===== src/rtl/multi_alarm_controller.sv =====
// Multi-channel alarm engine: NUM_ALARMS programmable HH:MM alarms compared against
// the running time, driving an IDLE / RINGING / SNOOZED machine with snooze limit and ring timeout.
module multi_alarm_controller #(
  parameter int NUM_ALARMS       = 4,
  parameter int IDX_W            = 2,
  parameter int SNOOZE_SEC       = 300,
  parameter int RING_TIMEOUT_SEC = 60,
  parameter int MAX_SNOOZE       = 3
) (
  input  logic                  clk,
  input  logic                  rst,
  input  logic                  tick_sec,
  input  logic                  adjust_mode,
  input  logic [4:0]            cur_hours,
  input  logic [5:0]            cur_minutes,
  input  logic [5:0]            cur_seconds,
  input  logic                  wr_en,
  input  logic [IDX_W-1:0]      wr_idx,
  input  logic [4:0]            wr_hours,
  input  logic [5:0]            wr_minutes,
  input  logic                  wr_arm,
  input  logic                  snooze,
  input  logic                  dismiss,
  output logic                  ring,
  output logic                  ring_blink,
  output logic [IDX_W-1:0]      ring_idx,
  output logic [NUM_ALARMS-1:0] armed_mask,
  output logic [1:0]            snooze_count,
  output logic                  busy
);

  localparam int RT_W = $clog2(RING_TIMEOUT_SEC + 1);
  localparam int SN_W = $clog2(SNOOZE_SEC + 1);
  localparam logic [RT_W-1:0]  RT_LAST = RT_W'(RING_TIMEOUT_SEC - 1);
  localparam logic [RT_W-1:0]  RT_MAX  = RT_W'(RING_TIMEOUT_SEC);
  localparam logic [SN_W-1:0]  SN_LOAD = SN_W'(SNOOZE_SEC);
  localparam logic [1:0]       SNZ_MAX = 2'(MAX_SNOOZE);
  localparam logic [IDX_W:0]   NUM_C   = (IDX_W + 1)'(NUM_ALARMS);

  typedef enum logic [1:0] {
    IDLE    = 2'd0,
    RINGING = 2'd1,
    SNOOZED = 2'd2
  } state_t;

  state_t state_q, state_d;

  logic [4:0]       alarm_hours   [NUM_ALARMS];
  logic [5:0]       alarm_minutes [NUM_ALARMS];

  logic [RT_W-1:0]  ring_timer, ring_timer_d;
  logic [SN_W-1:0]  snooze_timer, snooze_timer_d;
  logic             ring_d, ring_blink_d, busy_d;
  logic [IDX_W-1:0] ring_idx_d;
  logic [1:0]       snooze_count_d;

  logic             wr_ok;
  logic             disarm_active;
  logic             trig_hit;
  logic             trig_go;
  logic [IDX_W-1:0] trig_idx;
  logic             go_idle;

  // A write is taken only when every field is in range; otherwise it is dropped whole.
  assign wr_ok = wr_en && ({1'b0, wr_idx} < NUM_C) &&
                 (wr_hours <= 5'd23) && (wr_minutes <= 6'd59);

  assign disarm_active = wr_ok && !wr_arm && (wr_idx == ring_idx) && (state_q != IDLE);

  always_ff @(posedge clk) begin
    if (rst) begin
      for (int i = 0; i < NUM_ALARMS; i++) begin
        alarm_hours[i]   <= '0;
        alarm_minutes[i] <= '0;
      end
      armed_mask <= '0;
    end else if (wr_ok) begin
      alarm_hours[wr_idx]   <= wr_hours;
      alarm_minutes[wr_idx] <= wr_minutes;
      armed_mask[wr_idx]    <= wr_arm;
    end
  end

  // Scan from the top so the lowest matching channel is the one left standing.
  always_comb begin
    trig_hit = 1'b0;
    trig_idx = '0;
    for (int i = NUM_ALARMS - 1; i >= 0; i--) begin
      if (armed_mask[i] && (alarm_hours[i] == cur_hours) &&
          (alarm_minutes[i] == cur_minutes)) begin
        trig_hit = 1'b1;
        trig_idx = IDX_W'(i);
      end
    end
  end

  assign trig_go = trig_hit && tick_sec && (cur_seconds == 6'd0) && !adjust_mode;

  always_comb begin
    state_d        = state_q;
    ring_d         = ring;
    ring_blink_d   = ring_blink;
    ring_idx_d     = ring_idx;
    snooze_count_d = snooze_count;
    ring_timer_d   = ring_timer;
    snooze_timer_d = snooze_timer;
    go_idle        = 1'b0;

    if (disarm_active) begin
      go_idle = 1'b1;
    end else begin
      case (state_q)
        IDLE: begin
          if (trig_go) begin
            state_d        = RINGING;
            ring_d         = 1'b1;
            ring_blink_d   = 1'b1;
            ring_idx_d     = trig_idx;
            snooze_count_d = 2'd0;
            ring_timer_d   = '0;
          end
        end
        RINGING: begin
          if (dismiss) begin
            go_idle = 1'b1;
          end else if (snooze) begin
            if (snooze_count < SNZ_MAX) begin
              state_d        = SNOOZED;
              snooze_count_d = snooze_count + 2'd1;
              snooze_timer_d = SN_LOAD;
              ring_d         = 1'b0;
              ring_blink_d   = 1'b0;
            end else begin
              go_idle = 1'b1;
            end
          end else if (tick_sec) begin
            if (ring_timer == RT_LAST) begin
              go_idle = 1'b1;
            end else begin
              ring_blink_d = ~ring_blink;
              if (ring_timer != RT_MAX) ring_timer_d = ring_timer + RT_W'(1);
            end
          end
        end
        SNOOZED: begin
          if (dismiss) begin
            go_idle = 1'b1;
          end else if (tick_sec) begin
            if (snooze_timer == SN_W'(1)) begin
              state_d        = RINGING;
              ring_d         = 1'b1;
              ring_blink_d   = 1'b1;
              ring_timer_d   = '0;
              snooze_timer_d = '0;
            end else if (snooze_timer != '0) begin
              snooze_timer_d = snooze_timer - SN_W'(1);
            end
          end
        end
        default: go_idle = 1'b1;
      endcase
    end

    // ring_idx deliberately survives the return to IDLE.
    if (go_idle) begin
      state_d        = IDLE;
      ring_d         = 1'b0;
      ring_blink_d   = 1'b0;
      snooze_count_d = 2'd0;
      ring_timer_d   = '0;
      snooze_timer_d = '0;
    end

    busy_d = (state_d != IDLE);
  end

  always_ff @(posedge clk) begin
    if (rst) begin
      state_q      <= IDLE;
      ring         <= 1'b0;
      ring_blink   <= 1'b0;
      ring_idx     <= '0;
      snooze_count <= 2'd0;
      ring_timer   <= '0;
      snooze_timer <= '0;
      busy         <= 1'b0;
    end else begin
      state_q      <= state_d;
      ring         <= ring_d;
      ring_blink   <= ring_blink_d;
      ring_idx     <= ring_idx_d;
      snooze_count <= snooze_count_d;
      ring_timer   <= ring_timer_d;
      snooze_timer <= snooze_timer_d;
      busy         <= busy_d;
    end
  end

endmodule


===== config.mk =====
export PLATFORM = sky130hd
export DESIGN_NAME = multi_alarm_controller
export DESIGN_NICKNAME = d
export VERILOG_FILES = /design/src/rtl/multi_alarm_controller.sv
export SDC_FILE = /design/constraint.sdc
export NUM_CORES = 1
export LEC_CHECK = 0
export CAP_MARGIN = 20
export CORE_MARGIN = 5
export CORE_UTILIZATION = 40
export DETAILED_ROUTE_END_ITERATION = 10
export GPL_ROUTABILITY_DRIVEN = 0
export PLACE_DENSITY_LB_ADDON = 0.12
export SKIP_CTS_REPAIR_TIMING = 1
export SLEW_MARGIN = 20
export SYNTH_ARGS = -nofsm -noshare
export SYNTH_HDL_FRONTEND = slang
export SYNTH_SLANG_ARGS = --single-unit

===== constraint.sdc =====
create_clock -name clk -period 2 [get_ports clk]
set_input_delay 0.4 -clock clk [delete_from_list [all_inputs] [get_ports clk]]
set_output_delay 0.4 -clock clk [all_outputs]
set_load 0.01 [all_outputs]

==> impl_metrics.ini, run 1 <==
[outcome]
status = finished with violations
failed_checks = setup timing

[power]
p_total_mw = 3.391
p_per_area_nw_per_um2 = 621.4
leakage_nw = 2.199
vdd_drop_max_uv = 454.8

[grt]
antenna_found_initial = 0
track_usage_pct = 18.41
grt_max_degree = 14
grt_pass1_vias = 3367
gr-total-overflow = 0
grt_pass1_wl_mm = 16.64

[die]
die_y_um = 108.0
rows = 35
start_util_pct = 41.36
die-area_um2 = 11660
die_w_um = 108.0
io_pins = 49
core-area_um2 = 9284

[setup_path]
start_kind = register
crit_end = ring_timer[1]
r2r_slack_ns = -0.24
crit_type = reg -> reg
worst_ep_arrival_time_ns = 2.52
end_kind = register
cp.required_ns = 2.28
r2r_end = ring_timer[1]
r2r_start = snooze_timer[1]
cp_max_fo = 7
ff2ff_path_depth = 8
crit_start = snooze_timer[1]

[clock_tree]
clkSlewWorstSetupHoldPaths_ns = 0.09
numCtsBuffers = 9
ctsHtreeMaxLevel = 3
cts_tree = yes
cts_buffer_depth = 2
clock_latency_ns = 0.35
clkSinkCount = 72
cts_root_buf = clkbuf_8

[logic_synthesis]
synth_top_cell_area_share_pct = 34.41
synth-edff-count = 44
synthTopCellsByCount = 58 x nor2_1, 45 x xnor2_1, 44 x edfxtp_1
yosysWarningCount = 0
seq_area_frac_synth_pct = 49.01
synth.area.top_cells = edfxtp_1 34%, dfxtp_1 15%, xnor2_1 10%, nor2_1 5.7%, nand2_1 2.9%
ys_types = 59
ys_ff_latch = 72
yosysTopAreaCell = edfxtp_1
netlist_instances = 393
synthArstFlopShare_pct = 0
synth.most_common_cell = nor2_1
syn-num-nets = 436
syn_area_um2 = 3840
synth_flop_cell = edfxtp_1
avgSynthCellArea_um2 = 9.771

[timing]
setup_viol = 10
fin_skew_ns = 0.01059
slew_viol_final = 0
tightestPinTransition_ns = 0.5511
slew_headroom_pct = 63.09
fmax_mhz = 447.4
hold_slack_ns = 0.4570
hold_viol = 0
rsz0062_at_grt = true
worst_slack_ns = -0.2350
fin_tns_setup_ns = -1.894
period_share_pct = 111.8
period_needed_ns = 2.235

[detailed_routing]
drt-pass1-iter-count = 4
antenna_left = 0
routedWlPerCell_um = 15.90
via_per_inst = 4.988
wl_mm = 10.24
drtIter0Drc = 98
vias = 3212
drc_errors = 0

[layout]
fin_cells = 644
multi_input_area_um2 = 1916
final_layout_size_suffix_gt1_share_pct = 27.77
seq_area_um2 = 1889
nNetsFinal = 554
post-route-util_pct = 58.77
area_growth_pct = 42.10
diodes = 0
nFillCells = 844
final_cell_area_um2 = 5456

[placed_design]
numPortBuffers = 48
placed_area_um2 = 5035
post-place-ws_ns = -0.6225
dpl.hpwl_mm = 7.696
placedCellCount = 623

[hold_path]
hold_path.class = in -> reg

[flow_run]
cap_violations = 0
[power by group]
group / switching, mW / internal (mW)
clock network: 0.589 / 0.704
registers: 0.0333 / 1.64
logic: 0.193 / 0.228
total: 0.815 / 2.58
[cell type report]
type	count	share of cell area, %
Clock inverter	6	1.720
Multi-Input combinational cell	278	35.11
Inverter	21	1.445
Tap cell	129	2.958
Clock buffer	9	2.270
Sequential cell	72	34.63
Timing Repair Buffer	129	21.88
[registers in the layout (all words and copies together), names as in the netlist]
register	count
busy	1
armed_mask	4
ring_blink	1
state_q	2
ring_timer	6
alarm_minutes	24
snooze_timer	9
alarm_hours	20
ring_idx	2
snooze_count	2
ring	1
[kinds of logic after synthesis]
kind of cell,Yosys count,synth area share (%)
simple gates,157,20.33
xor+xnor,47,10.72
fa+ha+maj,5,1.629
flops,72,49.01
mux,7,1.857
compound gates,62,11.47
buf+inv,43,4.985
[how the worst min path moves through the flow]
stage | cells after the start | to | from
floorplan | 1 | ring_timer[0] | ring_timer[0]
global placement | 2 | snooze_count[1] | snooze_count[1]
detailed placement | 2 | ring | ring
CTS | 2 | ring | ring
global route | 3 | alarm_minutes[3][2] | wr_minutes[2]
finish | 3 | alarm_minutes[3][2] | wr_minutes[2]
[worst max-delay path: stages (launching register included)]
cell and delay, ns:
dfxtp_2 0.33, inv_2 0.07, ha_4 0.13, or4b_4 0.47, o41a_1 0.44, a21oi_4 0.24, buf_4 0.15, o21a_4 0.16
mux2i_1 0.17
[cell usage in the layout (no fill, tap or decap), drive strengths merged, types with 3 or more instances in the layout]
| cell | n |
|---|---|
| a21oi | 18 |
| xnor2 | 45 |
| nor2b | 5 |
| edfxtp | 44 |
| nand3 | 9 |
| dfxtp | 28 |
| a211oi | 4 |
| a311oi | 3 |
| clkbuf | 9 |
| nor2 | 58 |
| nor3 | 5 |
| inv | 22 |
| or3 | 7 |
| dlymetal6s2s | 17 |
| nand2b | 7 |
| and2 | 3 |
| clkdlybuf4s50 | 31 |
| buf | 81 |
| mux2i | 6 |
| nand4 | 17 |
| and3 | 3 |
| nand2 | 30 |
| o21ai | 16 |
| or2 | 3 |
| ha | 5 |
| a31oi | 4 |
[layer usage]
metal / wire length, µm / track usage (%) / part of all wire (%) / vias to the layer above
li1: - / - / - / 1610
met1: 4501 / 22.75 / 44 / 1524
met2: 5201 / 32.19 / 51 / 70
met3: 432 / 3.701 / 4.2 / 8
met4: 107 / 5.951 / 1.0 / 0
met5: 0 / 0 / 0 / -
Note: power is estimated with default switching activity, not from simulation.
==> inputs of run 2 (changes only) <==
CAP_MARGIN = 10   (was 20)
==> results of run 2 <==
The final DEF is identical to that of run 1; final timing and power are the same.
==> inputs of run 3 (changes only) <==
CELL_PAD_IN_SITES_DETAIL_PLACEMENT = 2   (was default)
CELL_PAD_IN_SITES_GLOBAL_PLACEMENT = 2   (was default)
CORE_UTILIZATION = 32   (was 40)
==> run 3 against run 2 <==
Against the previous run: the flow still finishes with violations (setup timing); final cell count grew 4.0%; clock power grew 13%; power grew 6.2%; largest cell class unchanged; largest power group unchanged; highest routed layer unchanged.
==> impl_metrics.ini, run 3 (synthesis gave the netlist of run 1 again) <==
[setup_path]
worst_ep_arrival_time_ns = 2.54
critPathTopFamily = compound AO/OA/AOI/OAI gates
r2r_end = ring_timer[4]
cp.depth = 8
crit_type = reg -> reg
cpPeakStageDelay_ns = 0.50
cp_max_fo = 7
path_cells = inv_2 > ha_4 > or4b_4 > o41a_1 > a21oi_4 > and2_4 > a41oi_2 > a311oi_2
r2r_start = snooze_timer[1]
cp.required_ns = 2.26
cp_slowest_cell = or4b_4
crit_buf_inv = 1
start_kind = register
r2r_slack_ns = -0.28
crit_start = snooze_timer[1]
ff2ff_path_depth = 8
end_kind = register
crit_end = ring_timer[4]

[power]
leakage_nw = 2.270
p_per_area_nw_per_um2 = 633.0
vdd_drop_max_uv = 412.0

[die]
core-area_um2 = 11910
rows = 40
io_pins = 49
start_util_pct = 32.24
die-area_um2 = 14290
die_w_um = 119.5
die_y_um = 119.5

[detailed_routing]
routedWlPerCell_um = 20.32
drc_errors = 0
antenna_left = 0
via_per_inst = 5.063
drt-pass1-iter-count = 4
wl_met2_mm = 7.135
vias = 3392
drtIter0Drc = 134
wl_met1_mm = 5.813
top_layer_used = met4
wl_mm = 13.61
route.met3.wl_um = 366

[grt]
gr-total-overflow = 0
grt_pass1_vias = 3779
track_usage_pct = 18.79
grt_pass1_wl_mm = 20.74
antenna_found_initial = 0
grt_max_degree = 12

[outcome]
status = finished with violations
failed_checks = setup timing

[timing]
rsz0062_at_grt = true
slew_headroom_pct = 73.12
period_needed_ns = 2.279
fmax_mhz = 438.9
worst_slack_ns = -0.2786
hold_viol = 0
setup_viol = 12
period_share_pct = 113.9
fin_skew_ns = 0.007727
tightestPinTransition_ns = 0.3989
fin_tns_setup_ns = -2.126
hold_slack_ns = 0.4949
slew_viol_final = 0

[layout]
max_flop_register = alarm_minutes
fin_cells = 670
top_regs = alarm_minutes x24, alarm_hours x20, snooze_timer x9
final_cell_area_um2 = 5687
diodes = 0
nNetsFinal = 561
final_cell_mix = 79 x buf_4, 57 x nor2_1, 44 x edfxtp_1
layout_commonest_cell = buf_4
nFillCells = 1257
area_growth_pct = 48.09
final_layout_size_suffix_gt1_share_pct = 30.02
largest_reg_flops = 24

[clock_tree]
cts_root_buf = clkbuf_16
clock_latency_ns = 0.34
clkSinkCount = 72
ctsHtreeMaxLevel = 3
clkSlewWorstSetupHoldPaths_ns = 0.06
cts_buffer_depth = 2
numCtsBuffers = 9
cts_tree = yes

[hold_path]
hold_path.class = reg -> reg

[placed_design]
dpl.hpwl_mm = 9.901
numPortBuffers = 48
placedCellCount = 645
placed_area_um2 = 5100

[flow_run]
cap_violations = 0
run 3: cell types whose count changed in the layout (fill, tap and decap cells not counted), moves of 4 or more:
cell / before / now
xnor2_2: 3 / 7
xnor2_1: 42 / 38
clkbuf_8: 9 / 0
clkbuf_16: 0 / 9
run 3: report_power, final:
group | total (mW) | switching (mW) | internal [mW]
logic | 0.454 | 0.215 | 0.239
registers | 1.68 | 0.0378 | 1.65
clock network | 1.46 | 0.628 | 0.833
run 3: layer usage:
metal	global-route usage, %	up-vias
met4	7.659	0
li1	-	1627
met5	0	-
met1	22.49	1684
met3	2.828	22
met2	33.65	59
run 3: layout make-up:
type	instances	area (µm²)	share of cell area (%)
tap	147	183.9	3.234
sequential	72	1892	33.27
timing repair buffer	136	1262	22.20
inverter	21	78.83	1.386
clock buffer	12	236.5	4.158
clock inverter	4	21.27	0.3740
multi-input combinational	278	2012	35.38
run 3: worst min path at each step:
stage                          startpoint              end  slack, ns  depth (start not counted)
after floorplan             ring_timer[0]    ring_timer[0]       0.46                          1
after global placement    snooze_count[1]  snooze_count[1]       0.47                          2
after detailed placement  snooze_count[1]  snooze_count[1]       0.50                          2
after CTS                 snooze_count[1]  snooze_count[1]       0.51                          2
after global routing      snooze_count[1]  snooze_count[1]       0.53                          2
final                     snooze_count[1]  snooze_count[1]       0.49                          2
run 3: worst min-delay path, stage by stage, from the launching register on:
cell and delay (ns):
dfxtp_1 0.33, nand2_1 0.06, mux2i_1 0.05
run 3: per-stage QoR:
step | util [%] | power [mW] | setup slack (ns)
after floorplan | - | 1.905 | -0.03652
after global placement | 42.82 | 2.137 | -0.6449
final | 47.74 | 3.600 | -0.2786
after detailed placement | 42.82 | 2.152 | -0.7456
after global routing | 47.74 | 3.744 | -0.4002
after CTS | 44.98 | 3.619 | -0.4090
==> patch 1, RTL diff (flow settings as in run 3) <==
Add an input register stage for `wr_idx`, with the module's reset; this delays it by one clock. The other inputs are not delayed to match.
--- a/src/rtl/multi_alarm_controller.sv
+++ b/src/rtl/multi_alarm_controller.sv
@@ -45,2 +45,12 @@
 
+  logic [IDX_W-1:0] wr_idx_q;
+
+  always_ff @(posedge clk) begin
+    if (rst) begin
+      wr_idx_q <= '0;
+    end else begin
+      wr_idx_q <= wr_idx;
+    end
+  end
+
   state_t state_q, state_d;
@@ -64,6 +74,6 @@
   // A write is taken only when every field is in range; otherwise it is dropped whole.
-  assign wr_ok = wr_en && ({1'b0, wr_idx} < NUM_C) &&
+  assign wr_ok = wr_en && ({1'b0, wr_idx_q} < NUM_C) &&
                  (wr_hours <= 5'd23) && (wr_minutes <= 6'd59);
 
-  assign disarm_active = wr_ok && !wr_arm && (wr_idx == ring_idx) && (state_q != IDLE);
+  assign disarm_active = wr_ok && !wr_arm && (wr_idx_q == ring_idx) && (state_q != IDLE);
 
@@ -77,5 +87,5 @@
     end else if (wr_ok) begin
-      alarm_hours[wr_idx]   <= wr_hours;
-      alarm_minutes[wr_idx] <= wr_minutes;
-      armed_mask[wr_idx]    <= wr_arm;
+      alarm_hours[wr_idx_q]   <= wr_hours;
+      alarm_minutes[wr_idx_q] <= wr_minutes;
+      armed_mask[wr_idx_q]    <= wr_arm;
     end
Formal check against the unedited RTL: not equivalent (Yosys sat finds a counterexample within 4 cycles, from zero or initial values and one cycle with rst high).
==> patch 1 against run 3 <==
Sequential cell count grew 2; wire length increased by 14%; area after synthesis is 3.6% higher; the flow still finishes with violations (negative setup slack); critical path depth increased by 1; die area rose by 3.3%; setup slack better by 0.23 ns; power increased by 8.8%; design area rose by 7.9%; clock skew down 0.00097 ns.
==> patch 1: results (changes against run 3) <==
* Diode count at 0 (unchanged)
* Clock root buffer: clkbuf_16 (unchanged)
* Inst Count DP at 672 (was 645)
* Met2 routed WL at 8.46 mm (was 7.14 mm)
* Vias per cell at 5.22 (was 5.06)
* Grt met1 use at 21.2% (was 22.5%)
* Detailed Route Iter0 Violations at 166 (was 134)
* Highest metal used: met4 (unchanged)
* Top cells by count, synth: 65 x nor2_1, 47 x xnor2_1, 44 x edfxtp_1 (was 58 x nor2_1, 45 x xnor2_1, 44 x edfxtp_1)
* Clock skew at 0.00676 ns (was 0.00773 ns)
* DR vias at 3,642 (was 3,392)
* Crit path to: ring_timer[1]$_SDFFE_PP0P_ (was ring_timer[4]$_SDFFE_PP0P_)
* Status: finished with violations (unchanged)
* GRT overflow at 0 (unchanged)
* Main synth FF type: edfxtp_1 (unchanged)
* Vias in the first global route at 3,907 (was 3,779)
* Reg2reg start: snooze_timer[1]$_SDFFE_PP0P_ (unchanged)
* Top area cells in the synthesized netlist: edfxtp_1 33%, dfxtp_1 15%, xnor2_1 10% (was edfxtp_1 34%, dfxtp_1 15%, xnor2_1 10%)
* Worst path max stage delay at 0.33 ns (was 0.50 ns)
* Hold endpoint: alarm_minutes[3][3]$_DFFE_PP_ (was snooze_count[1]$_SDFFE_PP0P_)
* Final #Nets at 568 (was 561)
* GR peak layer: met2 (unchanged)
* Share of cells above drive strength 1 at 35.3% (was 30.0%)
* Count of final setup violators at 2 (was 12)
* Hold Crit Start: wr_minutes[3] (was snooze_count[1]$_SDFFE_PP0P_)
* Leak at 0.00251 uW (was 0.00227 uW)
* WL met1 at 6.01 mm (was 5.81 mm)
* Final worst slack at -0.0444 ns (was -0.279 ns)
* Met2 Use GR at 36.2% (was 33.7%)
* Total GRT Usage at 19.6% (was 18.8%)
* Placed instance area at 5100 sq um (about the same)
* Mapped Nets at 456 (was 436)
* Routed length on met3 at 387 um (was 366 um)
* Hold WS at 0.442 ns (was 0.495 ns)
* Hold Path Stages at 3 (was 2)
* Critical path's slowest cell: dfxtp_2 (was or4b_4)
* Biggest regs: alarm_minutes: 24 flops, alarm_hours: 20 flops, snooze_timer: 9 flops (unchanged)
* WL final at 15.5 mm (was 13.6 mm)
* Data arrival time of the worst path at 2.28 ns (was 2.54 ns)
* First-pass GRT wire length at 21.6 mm (was 20.7 mm)
* Sequential area share after synthesis at 48.3% (was 49.0%)
* DP Worst Slack at -0.804 ns (was -0.746 ns)
* Worst vdd ir at 0.447 mV (was 0.412 mV)
* Post-DP HPWL at 10.6 mm (was 9.90 mm)
* Worst hold path type: in -> reg (was reg -> reg)
* Num CTS Buffers at 9 (unchanged)
* Crit-path max FO at 3 (was 7)
* Library cells used by synthesis at 55 (was 59)
* Largest net degree at the start of global routing at 15 (was 12)
* Mapped Cells at 413 (was 393)
* Kind of critical path: reg -> reg (unchanged)
* Reg2Reg Depth at 9 (was 8)
* Setup TNS at -0.0800 ns (was -2.13 ns)
* Grt met3 use at 4.10% (was 2.83%)
* Failing checks: negative setup slack (unchanged)
* Slew margin rel. at 67.8% (was 73.1%)
* Ys async rst share at 0% (unchanged)
-- patch 1: cell families (layout without fill, tap and decap cells) --
| group | Yosys count | count (layout) | synth area share (%) |
|---|---|---|---|
| buffers and inverters | 44 | 160 | 5.06 |
| and+or+nand+nor | 176 | 176 | 22.1 |
| muxes | 5 | 5 | 1.29 |
| xor gates and xnor gates | 50 | 50 | 11.0 |
| adders and majority gates | 6 | 6 | 1.82 |
| AOI/OAI and AO/OA | 58 | 59 | 10.4 |
| DFF | 74 | 74 | 48.3 |
-- patch 1: area by class of cell --
class | count | area, sq um
Inverter | 20 | 75.1
Fill cell | 1254 | 5970
Tap cell | 168 | 210
Timing Repair Buffer | 124 | 1180
Clock inverter | 7 | 76.3
Clock buffer | 9 | 225
Sequential cell | 74 | 1930
Multi-Input combinational cell | 296 | 2440
-- patch 1: power by group --
part | internal (uW) | total [uW] | leakage, uW | switching (uW)
clock | 975 | 1680 | 0.000144 | 702
sequential | 1670 | 1710 | 0.000713 | 40.4
combinational | 256 | 534 | 0.00165 | 277
==> patch 2, RTL diff (flow settings as in run 3) <==
Without the edit above. Set the parameter `SNOOZE_SEC` to 600 (it was 300).
--- a/src/rtl/multi_alarm_controller.sv
+++ b/src/rtl/multi_alarm_controller.sv
@@ -5,3 +5,3 @@
   parameter int IDX_W            = 2,
-  parameter int SNOOZE_SEC       = 300,
+  parameter int SNOOZE_SEC       = 600,
   parameter int RING_TIMEOUT_SEC = 60,
Function: same outputs for any inputs over 4 cycles, from zero or initial values and one cycle with rst high; that may be too few to reach the edited logic, so the function may still have changed.
==> patch 2 against run 3 <==
The flow still finishes with violations (negative setup slack); first-iteration DRC count is 92% higher; setup slack better by 0.27 ns; count of clock-buffer cells in the layout is 1 lower; combinational power is 26% higher; sequential cell count is 1 higher; power is 7.8% higher; area after synthesis is 13% higher; design area is 8.9% higher; wire length is 19% higher; core utilization is 1.2 points lower; synthesized cell count is 6.9% higher; die area is 12% higher; critical path type unchanged; critical endpoint is now ring_idx[1]$_SDFFE_PP0P_; largest cell class unchanged; highest routed layer unchanged.
==> patch 2: results (changes against run 3) <==
* Worst path max stage delay at 0.42 ns (was 0.50 ns)
* Routed length on met3 at 681 um (was 366 um)
* Clock skew at 0.00561 ns (was 0.00773 ns)
* Largest net degree at the start of global routing at 17 (was 12)
* Leak at 0.00248 uW (was 0.00227 uW)
* Grt met3 use at 2.77% (was 2.83%)
* DR vias at 3,779 (was 3,392)
* Status: finished with violations (unchanged)
* Grt met1 use at 26.5% (was 22.5%)
* Library cells used by synthesis at 74 (was 59)
* Proportion of synthesized area in mux cells at 1.90% (was 1.86%)
* WL met1 at 7.29 mm (was 5.81 mm)
* Adder-cell share of the synthesized area at 1.44% (was 1.63%)
* Crit-path max FO at 5 (was 7)
* Biggest regs: alarm_minutes: 24 flops, alarm_hours: 20 flops, snooze_timer: 10 flops (was alarm_minutes: 24 flops, alarm_hours: 20 flops, snooze_timer: 9 flops)
* Hold endpoint: snooze_timer[9]$_SDFFE_PP0P_ (was snooze_count[1]$_SDFFE_PP0P_)
* Critical path's slowest cell: edfxtp_1 (was or4b_4)
* Sequential power at 1720 uW (was 1680 uW)
* Setup crit start: alarm_minutes[1][1]$_SDFFCE_PN0P_ (was snooze_timer[1]$_SDFFE_PP0P_)
* Final worst slack at -0.00687 ns (was -0.279 ns)
* Mapped Nets at 463 (was 436)
* Worst r2r dst: ring_idx[1]$_SDFFE_PP0P_ (was ring_timer[4]$_SDFFE_PP0P_)
* Sw Ratio at 27.0% (was 24.5%)
* Failing checks: negative setup slack (unchanged)
* Share of cells above drive strength 1 at 31.9% (was 30.0%)
* Count of final setup violators at 1 (was 12)
* Met2 Use GR at 33.7% (about the same)
* Hold WS at 0.490 ns (was 0.495 ns)
* Xor/xnor share of the synthesized area at 9.46% (was 10.7%)
==> patch 2: cell count changes in the layout (fill, tap and decap cells not counted), moves of 6 or more <==
| cell | delta |
|---|---|
| or3_4 | -6 |
| and2_1 | +32 |
| inv_1 | -9 |
| nand4_1 | +8 |
| o21ai_0 | -7 |
| and3_1 | +11 |
| nor3_4 | +6 |
| a21oi_1 | +6 |
| xnor2_1 | -13 |
| xnor2_2 | +13 |
| nor2_1 | -37 |
| nand2_1 | -16 |
==> patch 2: layout make-up <==
type,count,area share [%]
sequential,73,30.8
tap,176,3.56
timing repair buffer,129,19.3
clock inverter,5,0.646
multi-input combinational,308,40.9
clock buffer,11,3.92
inverter,13,0.828
==> patch 2: worst max-delay path by stage <==
| stage | endpoint | slack (ns) | cells past startpoint |
|---|---|---|---|
| detailed placement | ring_idx[1]$_SDFFE_PP0P_ | -0.72 | 7 |
| global placement | ring_idx[1]$_SDFFE_PP0P_ | -0.71 | 7 |
| global route | ring_timer[3]$_SDFFE_PP0P_ | -0.08 | 7 |
| floorplan | ring_blink$_SDFFE_PP0P_ | 0.15 | 7 |
| CTS | ring_idx[1]$_SDFFE_PP0P_ | -0.41 | 7 |
| finish | ring_idx[1]$_SDFFE_PP0P_ | -0.007 | 6 |
==> patch 2: per-stage QoR <==
stage	util (%)	setup slack, ns	cell area (sq um)	std cells	TNS [ns]
3_3_place_gp	41.3	-0.708	5490	692	-29.42
2_1_floorplan	-	0.154	4350	420	0
5_1_grt	46.6	-0.0796	6190	715	-0.585
4_1_cts	43.4	-0.414	5780	708	-7.05
3_5_place_dp	41.3	-0.725	5490	692	-34.33
6_report	46.6	-0.00687	6190	715	-0.00687
==> patch 2: worst min-delay path, delay by kind of cell (launching register included) <==
kind | cells | cell delay (ns)
AO/OA/AOI/OAI | 2 | 0.13
flip-flops | 1 | 0.31
